File: src/rtl/con_loader_pkg.sv
// con_loader_pkg: console-port constants shared by the loader and its
// read-back strobe, plus the loader state encoding.
package con_loader_pkg;

    localparam int CON_DATA_W = 32;
    localparam int CON_WE_W   = 4;

    localparam logic [CON_WE_W-1:0] CL_WE_ALL  = 4'hF;
    localparam logic [CON_WE_W-1:0] CL_WE_NONE = 4'h0;

    typedef enum logic [2:0] {
        CL_IDLE,
        CL_ACCEPT,
        CL_WRITE,
        CL_READ,
        CL_CMP,
        CL_FIN
    } cl_state_t;

endpackage

File: src/rtl/con_loader_con_readback.sv
// con_readback: delays the write strobe by READ_LAT cycles so the loader
// knows when con_out reflects the word it just wrote.
module con_readback
    import con_loader_pkg::*;
#(
    parameter int READ_LAT = 1
) (
    input  logic CLK,
    input  logic rst,
    input  logic wr_stb,
    output logic cmp_stb
);

    logic [READ_LAT-1:0] sr_q;
    logic [READ_LAT:0]   sr_d;

    assign sr_d    = {sr_q, wr_stb};
    assign cmp_stb = sr_q[READ_LAT-1];

    // Shift the write strobe through the read-latency pipe.
    always_ff @(posedge CLK) begin
        if (rst) begin
            sr_q <= '0;
        end else begin
            sr_q <= sr_d[READ_LAT-1:0];
        end
    end

endmodule

File: src/rtl/con_loader.sv
// con_loader: streams host words into data memory over the console
// port, optionally reading each one back and flagging the first mismatch.
`ifndef DATAMEM_BITS
`define DATAMEM_BITS 9
`endif

module con_loader
    import con_loader_pkg::*;
#(
    parameter int DATAMEM_BITS = `DATAMEM_BITS,
    parameter int READ_LAT     = 1
) (
    input  logic                      CLK,
    input  logic                      rst,
    input  logic                      start,
    input  logic [DATAMEM_BITS:0]     base_addr,
    input  logic                      verify_en,
    input  logic                      s_valid,
    input  logic [CON_DATA_W-1:0]     s_data,
    input  logic                      s_last,
    output logic                      s_ready,
    output logic [CON_WE_W-1:0]       con_write,
    output logic [DATAMEM_BITS:0]     con_addr,
    output logic [CON_DATA_W-1:0]     con_in,
    input  logic [CON_DATA_W-1:0]     con_out,
    output logic                      busy,
    output logic                      done,
    output logic                      err,
    output logic [DATAMEM_BITS:0]     err_addr,
    output logic [DATAMEM_BITS+1:0]   word_count
);

    localparam int AW = DATAMEM_BITS + 1;
    localparam int CW = DATAMEM_BITS + 2;
    localparam logic [AW-1:0] ADDR_MAX = '1;

    cl_state_t             state_q, state_d;
    logic [AW-1:0]         addr_q, addr_d;
    logic [AW-1:0]         caddr_q, caddr_d;
    logic [CON_DATA_W-1:0] data_q, data_d;
    logic                  last_q, last_d;
    logic                  ver_q, ver_d;
    logic                  err_q, err_d;
    logic [AW-1:0]         eaddr_q, eaddr_d;
    logic [CW-1:0]         cnt_q, cnt_d;
    logic                  adv;
    logic                  wr_stb;
    logic                  cmp_stb;

    assign con_addr   = caddr_q;
    assign con_in     = data_q;
    assign err        = err_q;
    assign err_addr   = eaddr_q;
    assign word_count = cnt_q;
    assign wr_stb     = (state_q == CL_WRITE) && ver_q;

    con_readback #(
        .READ_LAT (READ_LAT)
    ) u_readback (
        .CLK     (CLK),
        .rst     (rst),
        .wr_stb  (wr_stb),
        .cmp_stb (cmp_stb)
    );

    // State and datapath registers; reset clears every visible output.
    always_ff @(posedge CLK) begin
        if (rst) begin
            state_q <= CL_IDLE;
            addr_q  <= '0;
            caddr_q <= '0;
            data_q  <= '0;
            last_q  <= 1'b0;
            ver_q   <= 1'b0;
            err_q   <= 1'b0;
            eaddr_q <= '0;
            cnt_q   <= '0;
        end else begin
            state_q <= state_d;
            addr_q  <= addr_d;
            caddr_q <= caddr_d;
            data_q  <= data_d;
            last_q  <= last_d;
            ver_q   <= ver_d;
            err_q   <= err_d;
            eaddr_q <= eaddr_d;
            cnt_q   <= cnt_d;
        end
    end

    // Next-state, datapath updates and state-decoded outputs.
    always_comb begin
        state_d   = state_q;
        addr_d    = addr_q;
        caddr_d   = caddr_q;
        data_d    = data_q;
        last_d    = last_q;
        ver_d     = ver_q;
        err_d     = err_q;
        eaddr_d   = eaddr_q;
        cnt_d     = cnt_q;
        adv       = 1'b0;
        s_ready   = 1'b0;
        con_write = CL_WE_NONE;
        done      = 1'b0;
        busy      = (state_q != CL_IDLE);

        unique case (state_q)
            CL_IDLE: begin
                if (start) begin
                    addr_d  = base_addr;
                    ver_d   = verify_en;
                    err_d   = 1'b0;
                    eaddr_d = '0;
                    cnt_d   = '0;
                    state_d = CL_ACCEPT;
                end
            end
            CL_ACCEPT: begin
                s_ready = 1'b1;
                if (s_valid) begin
                    data_d  = s_data;
                    last_d  = s_last;
                    caddr_d = addr_q;
                    state_d = CL_WRITE;
                end
            end
            CL_WRITE: begin
                con_write = CL_WE_ALL;
                cnt_d     = cnt_q + CW'(1);
                if (ver_q) begin
                    state_d = CL_READ;
                end else begin
                    adv = 1'b1;
                end
            end
            CL_READ: begin
                if (cmp_stb) begin
                    state_d = CL_CMP;
                end
            end
            CL_CMP: begin
                if ((con_out != data_q) && !err_q) begin
                    err_d   = 1'b1;
                    eaddr_d = addr_q;
                end
                adv = 1'b1;
            end
            CL_FIN: begin
                done    = 1'b1;
                state_d = CL_IDLE;
            end
            default: begin
                state_d = CL_IDLE;
            end
        endcase

        // Running off the top of memory ends the transfer with an error
        // rather than wrapping onto words already loaded.
        if (adv) begin
            if (last_q) begin
                state_d = CL_FIN;
            end else if (addr_q == ADDR_MAX) begin
                if (!err_d) begin
                    eaddr_d = ADDR_MAX;
                end
                err_d   = 1'b1;
                state_d = CL_FIN;
            end else begin
                addr_d  = addr_q + AW'(1);
                state_d = CL_ACCEPT;
            end
        end
    end

endmodule

File: config.mk
export PLATFORM = sky130hd
export DESIGN_NAME = con_loader
export DESIGN_NICKNAME = d
export VERILOG_FILES = /design/src/rtl/con_loader_pkg.sv /design/src/rtl/con_loader_con_readback.sv /design/src/rtl/con_loader.sv
export SDC_FILE = /design/constraint.sdc
export NUM_CORES = 1
export LEC_CHECK = 0
export CELL_PAD_IN_SITES_DETAIL_PLACEMENT = 0
export CELL_PAD_IN_SITES_GLOBAL_PLACEMENT = 1
export CORE_ASPECT_RATIO = 1.2
export CORE_MARGIN = 5
export CORE_UTILIZATION = 27
export CTS_CLUSTER_SIZE = 10
export DETAILED_ROUTE_END_ITERATION = 8
export GPL_TIMING_DRIVEN = 0
export PLACE_DENSITY = 0.73
export SYNTH_ARGS = -nofsm -noshare
export SYNTH_HDL_FRONTEND = slang
export SYNTH_HIERARCHICAL = 1
export SYNTH_SLANG_ARGS = --single-unit
File: constraint.sdc
create_clock -name CLK -period 1.9 [get_ports CLK]
set_input_delay 0.38 -clock CLK [delete_from_list [all_inputs] [get_ports CLK]]
set_output_delay 0.38 -clock CLK [all_outputs]
set_load 0.01 [all_outputs]
# ---- Yosys cells after proc, flatten, opt, wreduce, memory -nomap -nowiden
# Index checks and enable logic that the tools add are counted.
dict set report word_totals {
  elab_cells 68
  output_inout_bits 71
  reg_bits 80
}
dict set report op_classes {
  n_eq_ne 13
  reduce_logical 10
  n_addsub 2
  n_mux 33
}
# cell n
set op_table {}
lappend op_table {{10-bit two-way mux} 11}
lappend op_table {{32-bit != test} 1}
lappend op_table {{11-bit case mux with 2 select lines} 1}
lappend op_table {{3-bit two-way mux} 7}
lappend op_table {{10-bit case mux with 2 select lines} 1}
lappend op_table {{3-bit case mux with 5 select lines} 1}
lappend op_table {{11-bit by 1-bit adder with 11-bit output (second input constant)} 1}
lappend op_table {{11-bit two-way mux} 1}
lappend op_table {{10-bit by 1-bit adder with 10-bit output (second input constant)} 1}
lappend op_table {{10-bit == test (second input constant)} 1}
lappend op_table {{3-bit != test (second input constant)} 3}
lappend op_table {{1-bit two-way mux} 8}
lappend op_table {{3-bit by 2-bit == test with 1-bit output (second input constant)} 2}
lappend op_table {{3-bit == test (second input constant)} 2}
lappend op_table {{2-bit AND reduction} 3}
lappend op_table {{5-bit AND reduction} 1}
lappend op_table {{4-bit two-way mux} 1}
lappend op_table {{2-bit != test (second input constant)} 2}
lappend op_table {{1-bit case mux with 2 select lines} 2}
lappend op_table {{3-bit by 1-bit == test with 1-bit output (second input constant)} 1}
lappend op_table {{3-bit logical NOT} 1}
lappend op_table {{3-bit by 2-bit != test with 1-bit output (second input constant)} 1}
lappend op_table {{3-bit nonzero test} 1}
lappend op_table {{1-bit logical AND} 2}
lappend op_table {{other kinds (2)} 2}

# ---- Longest topological paths before layout
# Gate-level depths: netlist (run 1).
dict set report depth {
  ltp_word 8
  depth_mapped 9
}

# ---- By module
# The synthesis (run 1) kept the hierarchy.
# mod seq_area_each_um2 area_each_um2 n_inst cells_per_inst
set modules_own_cells {}
lappend modules_own_cells {con_loader 1581.5 3617.2 1 447}
lappend modules_own_cells {con_readback 20.0 33.8 1 2}

# ---- Least setup slack after synthesis (run 1)
# No wires, ideal clock.
dict set report synth_path {
  path_type {flip-flop to flip-flop}
  start {reg addr_q[0]}
  end {reg eaddr_q[0] (netlist: err_addr[0])}
  path_stages_with_launch 7
  path_buffers 0
  t_required_ns 1.839
  slack_ns 0.064
  t_arrival_ns 1.776
  synth_period_minus_slack_ns 1.836
  cell_sequence {dfxtp_1 ha_1 nand3_1 nor3_1 nand2b_1 a2111oi_4 a221o_1}
}
dict set report synth_via {
  elab_chain_cells 6
}
# element line
set synth_lines {}
lappend synth_lines {{start, declared} con_loader.sv:38} ;# logic [AW-1:0] addr_q, addr_d;
lappend synth_lines {{start signal, assigned} con_loader.sv:80} ;# addr_q <= addr_d;
lappend synth_lines {{10-bit two-way mux} con_loader.sv:143} ;# if ((con_out != data_q) && !err_q) begin
lappend synth_lines {{10-bit case mux with 2 select lines} con_loader.sv:108} ;# unique case (state_q)
lappend synth_lines {{10-bit two-way mux} con_loader.sv:164} ;# if (!err_d) begin
lappend synth_lines {{10-bit two-way mux} con_loader.sv:163} ;# end else if (addr_q == ADDR_MAX) begin
lappend synth_lines {{10-bit two-way mux} con_loader.sv:161} ;# if (last_q) begin
lappend synth_lines {{10-bit two-way mux *} con_loader.sv:160} ;# if (adv) begin
lappend synth_lines {{end signal, assigned} con_loader.sv:86} ;# eaddr_q <= eaddr_d;
lappend synth_lines {{end, declared} con_loader.sv:44} ;# logic [AW-1:0] eaddr_q, eaddr_d;
# Every way passes the cells marked *; elsewhere a longest branch is shown, timed or not.
# A chain may end at the register's enable or synchronous reset.

# ---- Final worst setup path (run 1)
dict set report layout_path {
  start {reg data_q[18] (netlist: con_in[18])}
  end {reg eaddr_q[1] (netlist: err_addr[1])}
}
dict set report layout_via {
  elab_chain_cells 8
}
# element line
set layout_lines {}
lappend layout_lines {{start, declared} con_loader.sv:40} ;# logic [CON_DATA_W-1:0] data_q, data_d;
lappend layout_lines {{start signal, assigned} con_loader.sv:82} ;# data_q <= data_d;
lappend layout_lines {{32-bit != test *} con_loader.sv:143}
lappend layout_lines {{1-bit logical AND *} con_loader.sv:143}
lappend layout_lines {{10-bit two-way mux or 1-bit two-way mux (tied branches)} con_loader.sv:143}
lappend layout_lines {{10-bit case mux with 2 select lines or 1-bit case mux with 2 select lines (tied branches)} con_loader.sv:108}
lappend layout_lines {{10-bit two-way mux} con_loader.sv:164}
lappend layout_lines {{10-bit two-way mux} con_loader.sv:163}
lappend layout_lines {{10-bit two-way mux} con_loader.sv:161}
lappend layout_lines {{10-bit two-way mux *} con_loader.sv:160}
# Marks and branches as above.

==> reports/qor.txt, run 1 <==
========================================================================================
Congestion Overflow GR                                                                 0
DRC marker count from the first detailed-route iteration                             200
CTS root buf                                                                   clkbuf_16
Number of antenna violations at the first check in global routing                      0
Violations in the final reports                                             setup timing
Initial Util                                                                       0.276
Remaining max-slew budget at the tightest pin                                      0.581
Crit path top cell by count                                                        buf_6
Proportion of synthesized chip area in sequential cells                            0.439
Dominant register cell in the synthesized netlist                                dfxtp_1
Horiz. Die Dim                                                               116 microns
Cell accounting for the most synthesized area                                    dfxtp_1
Full die area                                                               0.0160 sq mm
R2R Path Start                                                                con_in[18]
Count of pins over their slew limit                                                    0
Number of nets in the layout                                                         702
CP Buf/Inv Count                                                                       4
Final clock period utilization by the worst path                                    1.08
Outcome                                                                     finished, violations left
Filler Cells Inserted                                                               1320
Cell with the most instances after synthesis                                     nand2_1
Class of the most critical setup path                                         reg -> reg
Post-detailed-routing wire length                                           13300 microns
Warning count from the yosys run                                                       6
CTS HTree Levels                                                                       3
Vias in the first global route                                                      3632
Number of enable-type register cells in the synthesized netlist                        0
Final weighted congestion of routability-driven global placement                   0.790
Slowest cell on crit path                                                         nor4_2
Crit path required time                                                          2180 ps
Gr usage total                                                                     0.161
Multi-input gate area in the final layout                                   0.00208 sq mm
Pin count of the biggest net entering global routing                                  16
Critical Path Sink Type                                                        flip-flop
Worst setup startpoint                                                        con_in[18]
Avg Cell Area, Syn                                                            8.13 sq um
R2R Setup Slk                                                                    -150 ps
Max Freq                                                                         489 MHz
Worst path setup slack after routing                                             -146 ps
Final setup vio count                                                                 10
Worst vdd rail ir drop                                                        0.000397 V
List of most frequent post-synthesis cells                                  nand2_1, dfxtp_1, a21oi_1
CTS clock-pin slew for the worst setup and hold paths                              70 ps
Post-synthesis async set-or-reset flop share                                           0
LEAKAGE                                                                          2.22 nW
Hold Startpoint                                                              con_addr[9]
Number of nets with antenna violations after routing                                   0
Areal power density over the cells                                           913 mW/mm^2
CTS tree                                                                             yes
Nets in the synthesized netlist                                                      531
Path type of the worst min-delay path                                         reg -> reg
Setup Total Neg Slack                                                           -1190 ps
Overall die height                                                           137 microns
Number of flip-flops and latches in the synthesized netlist                           80
Core outline area                                                           0.0132 sq mm
Fraction of layout instances using a drive strength above 1                        0.166
Average wire length per cell after detail routing                           16.7 microns
Final Util                                                                         0.453
Category of cells accounting for the largest share of critical-path delay   simple AND/OR/NAND/NOR gates
Largest driver fanout on the critical path                                             5
Worst R2R Path Depth                                                                  10
Count of buffers from port buffering                                                 150
Later-pin clock latency in the skew report                                        340 ps
RSZ-0062 raised after global routing                                                true
End of the worst hold path                                                   con_addr[9]
Via density                                                                         4.76
Total clock buffers created by CTS                                                     9
Ranking of synthesized cells by area                                        dfxtp_1, nand2_1, a21oi_1, xnor2_1, a221o_1
Count of TritonRoute iterations in the first routing pass                              4
Crit-path cells                                                             xnor2_2, nand4_1, nor4_2, nand2_1, buf_6, buf_6, a211oi_4, buf_6, buf_16, a221o_1
Global-route wire length before repair                                      19700 microns
Inserted Diodes                                                                        0
I/O Pins                                                                             151
Post-Syn Area                                                               0.00365 sq mm
Data arrival time at the worst-slack endpoint                                    2330 ps
WHS Path Cells                                                                         2
Minimum hold slack                                                                456 ps
Sequential cell area in the final layout                                    0.00163 sq mm
Fin crit period                                                                  2050 ps
Final Hold Viols                                                                       0
Synthesis-to-layout area growth                                                    64.2%
Distinct cells, synth                                                                 48
Sinks on the clock net                                                                80
Transition time at the pin with the least slew margin                             628 ps
Worst setup skew after layout                                                    9.78 ps
Count of mapped cells out of synthesis                                               449
Max-cap violations                                                                     0
DRC violations left                                                                    0
Overall Power                                                                    5.47 mW
Capture point of the worst reg-to-reg path                                   err_addr[1]
Highest cell delay on the worst timing path                                       360 ps
Number of buffers on the longest clock path                                            2
HPWL Detailed                                                               10200 microns
Hold-fix buffers at CTS                                                                0
Startpoint type of the worst setup path                                        flip-flop
Area share of the leading cell type in the synthesized netlist                     0.439
Via count                                                                           3775
Number of cell rows                                                                   46
========================================================================================
## flip-flops by register name, indices dropped and copies added (netlist names)
register	flops
addr_q	10
con_addr	10
con_in	32
err	1
err_addr	10
last_q	1
state_q	3
u_readback/cmp_stb	1
ver_q	1
word_count	11
## power by group
part	internal (mW)	leakage [nW]	switching, mW
combinational	0.867	1.42	0.847
sequential	1.85	0.659	0.220
clock	0.939	0.141	0.746
total	3.66	2.22	1.81
## worst reg2reg max path, delay by kind of cell (launching register included)
kind	cells	cell delay, ps
buffers and inverters	4	520
AO/OA/AOI/OAI	2	350
flip-flops	1	340
AND/OR/NAND/NOR	3	630
XOR/XNOR	1	150
## per-stage QoR
stage	std cells	worst slack (ps)	cell area (sq um)
floorplan	449	63.6	3650
global placement	767	-956	5360
detailed placement	767	-969	5360
CTS	792	-207	5870
global route	793	-332	5990
finish	793	-146	5990
## what timing repair did
item | in CTS | in global routing
endpoints found under the setup margin | 40 | 45
pin swaps | 13 | 24
cloned | 2 | 0
gates resized for setup | 76 | 47
buffers inserted | 9 | 4
## logic make-up after synthesis
kind of cell | share of synthesized area
AO/OA/AOI/OAI | 0.170
buffers and inverters | 0.0422
AND/OR/NAND/NOR | 0.254
flip-flops | 0.439
multiplexers | 0.00925
adder cells (fa/ha/maj) | 0.00685
XOR/XNOR | 0.0792
## worst max-delay path by stage
stage	endpoint	depth (start not counted)
2_1_floorplan	err_addr[0]	6
3_3_place_gp	err_addr[4]	7
3_5_place_dp	err_addr[7]	7
4_1_cts	err_addr[3]	9
5_1_grt	err_addr[6]	10
6_report	err_addr[1]	10
## cell type report
class	count	share of cell area
buffer	24	0.0219
clock buffer	10	0.0399
clock inverter	6	0.00898
inverter	4	0.00376
multi-input combinational	337	0.347
sequential	80	0.273
tap	168	0.0351
timing repair buffer	164	0.270
## cells in the final DEF, fill, tap and decap left out, types with 3 or more instances in the layout
cell type and n:
nor2b_1 4, o21ai_0 5, nand2_1 112, and3_1 5, clkdlybuf4s50_1 111, xnor2_1 21, o211ai_1 3, and2_1 6
nor3_1 4, dlymetal6s2s_1 8, dfxtp_1 60, nand3_1 8, dfxtp_4 3, dfxtp_2 17, o21ai_1 4, dlygate4sd2_1 27
buf_2 4, clkbuf_16 9, nand4_1 10, nor2_1 22, buf_4 12, a21oi_1 60, clkbuf_2 7, clkinv_4 4
clkbuf_1 9, inv_1 3, or3_1 5, buf_6 6, xnor2_2 10, a31oi_1 5, a221o_1 10, a2bb2oi_1 3
## metal layers
| metal | vias to the layer above | wire [microns] | share of wire | GRT usage |
|---|---|---|---|---|
| met5 | - | 0 | 0 | 0 |
| met4 | 0 | 99 | 0.0075 | 0.0400 |
| met3 | 6 | 1030 | 0.077 | 0.0439 |
| met2 | 125 | 6630 | 0.50 | 0.284 |
| met1 | 1759 | 5510 | 0.42 | 0.193 |
| li1 | 1885 | - | - | - |
Note: power is estimated with default switching activity, not from simulation.
==> run 2: changes to the inputs <==
Settings changed: ABC_AREA set to 0.
==> results of run 2 <==
No change in the layout: final DEF, timing and power equal those of run 1.
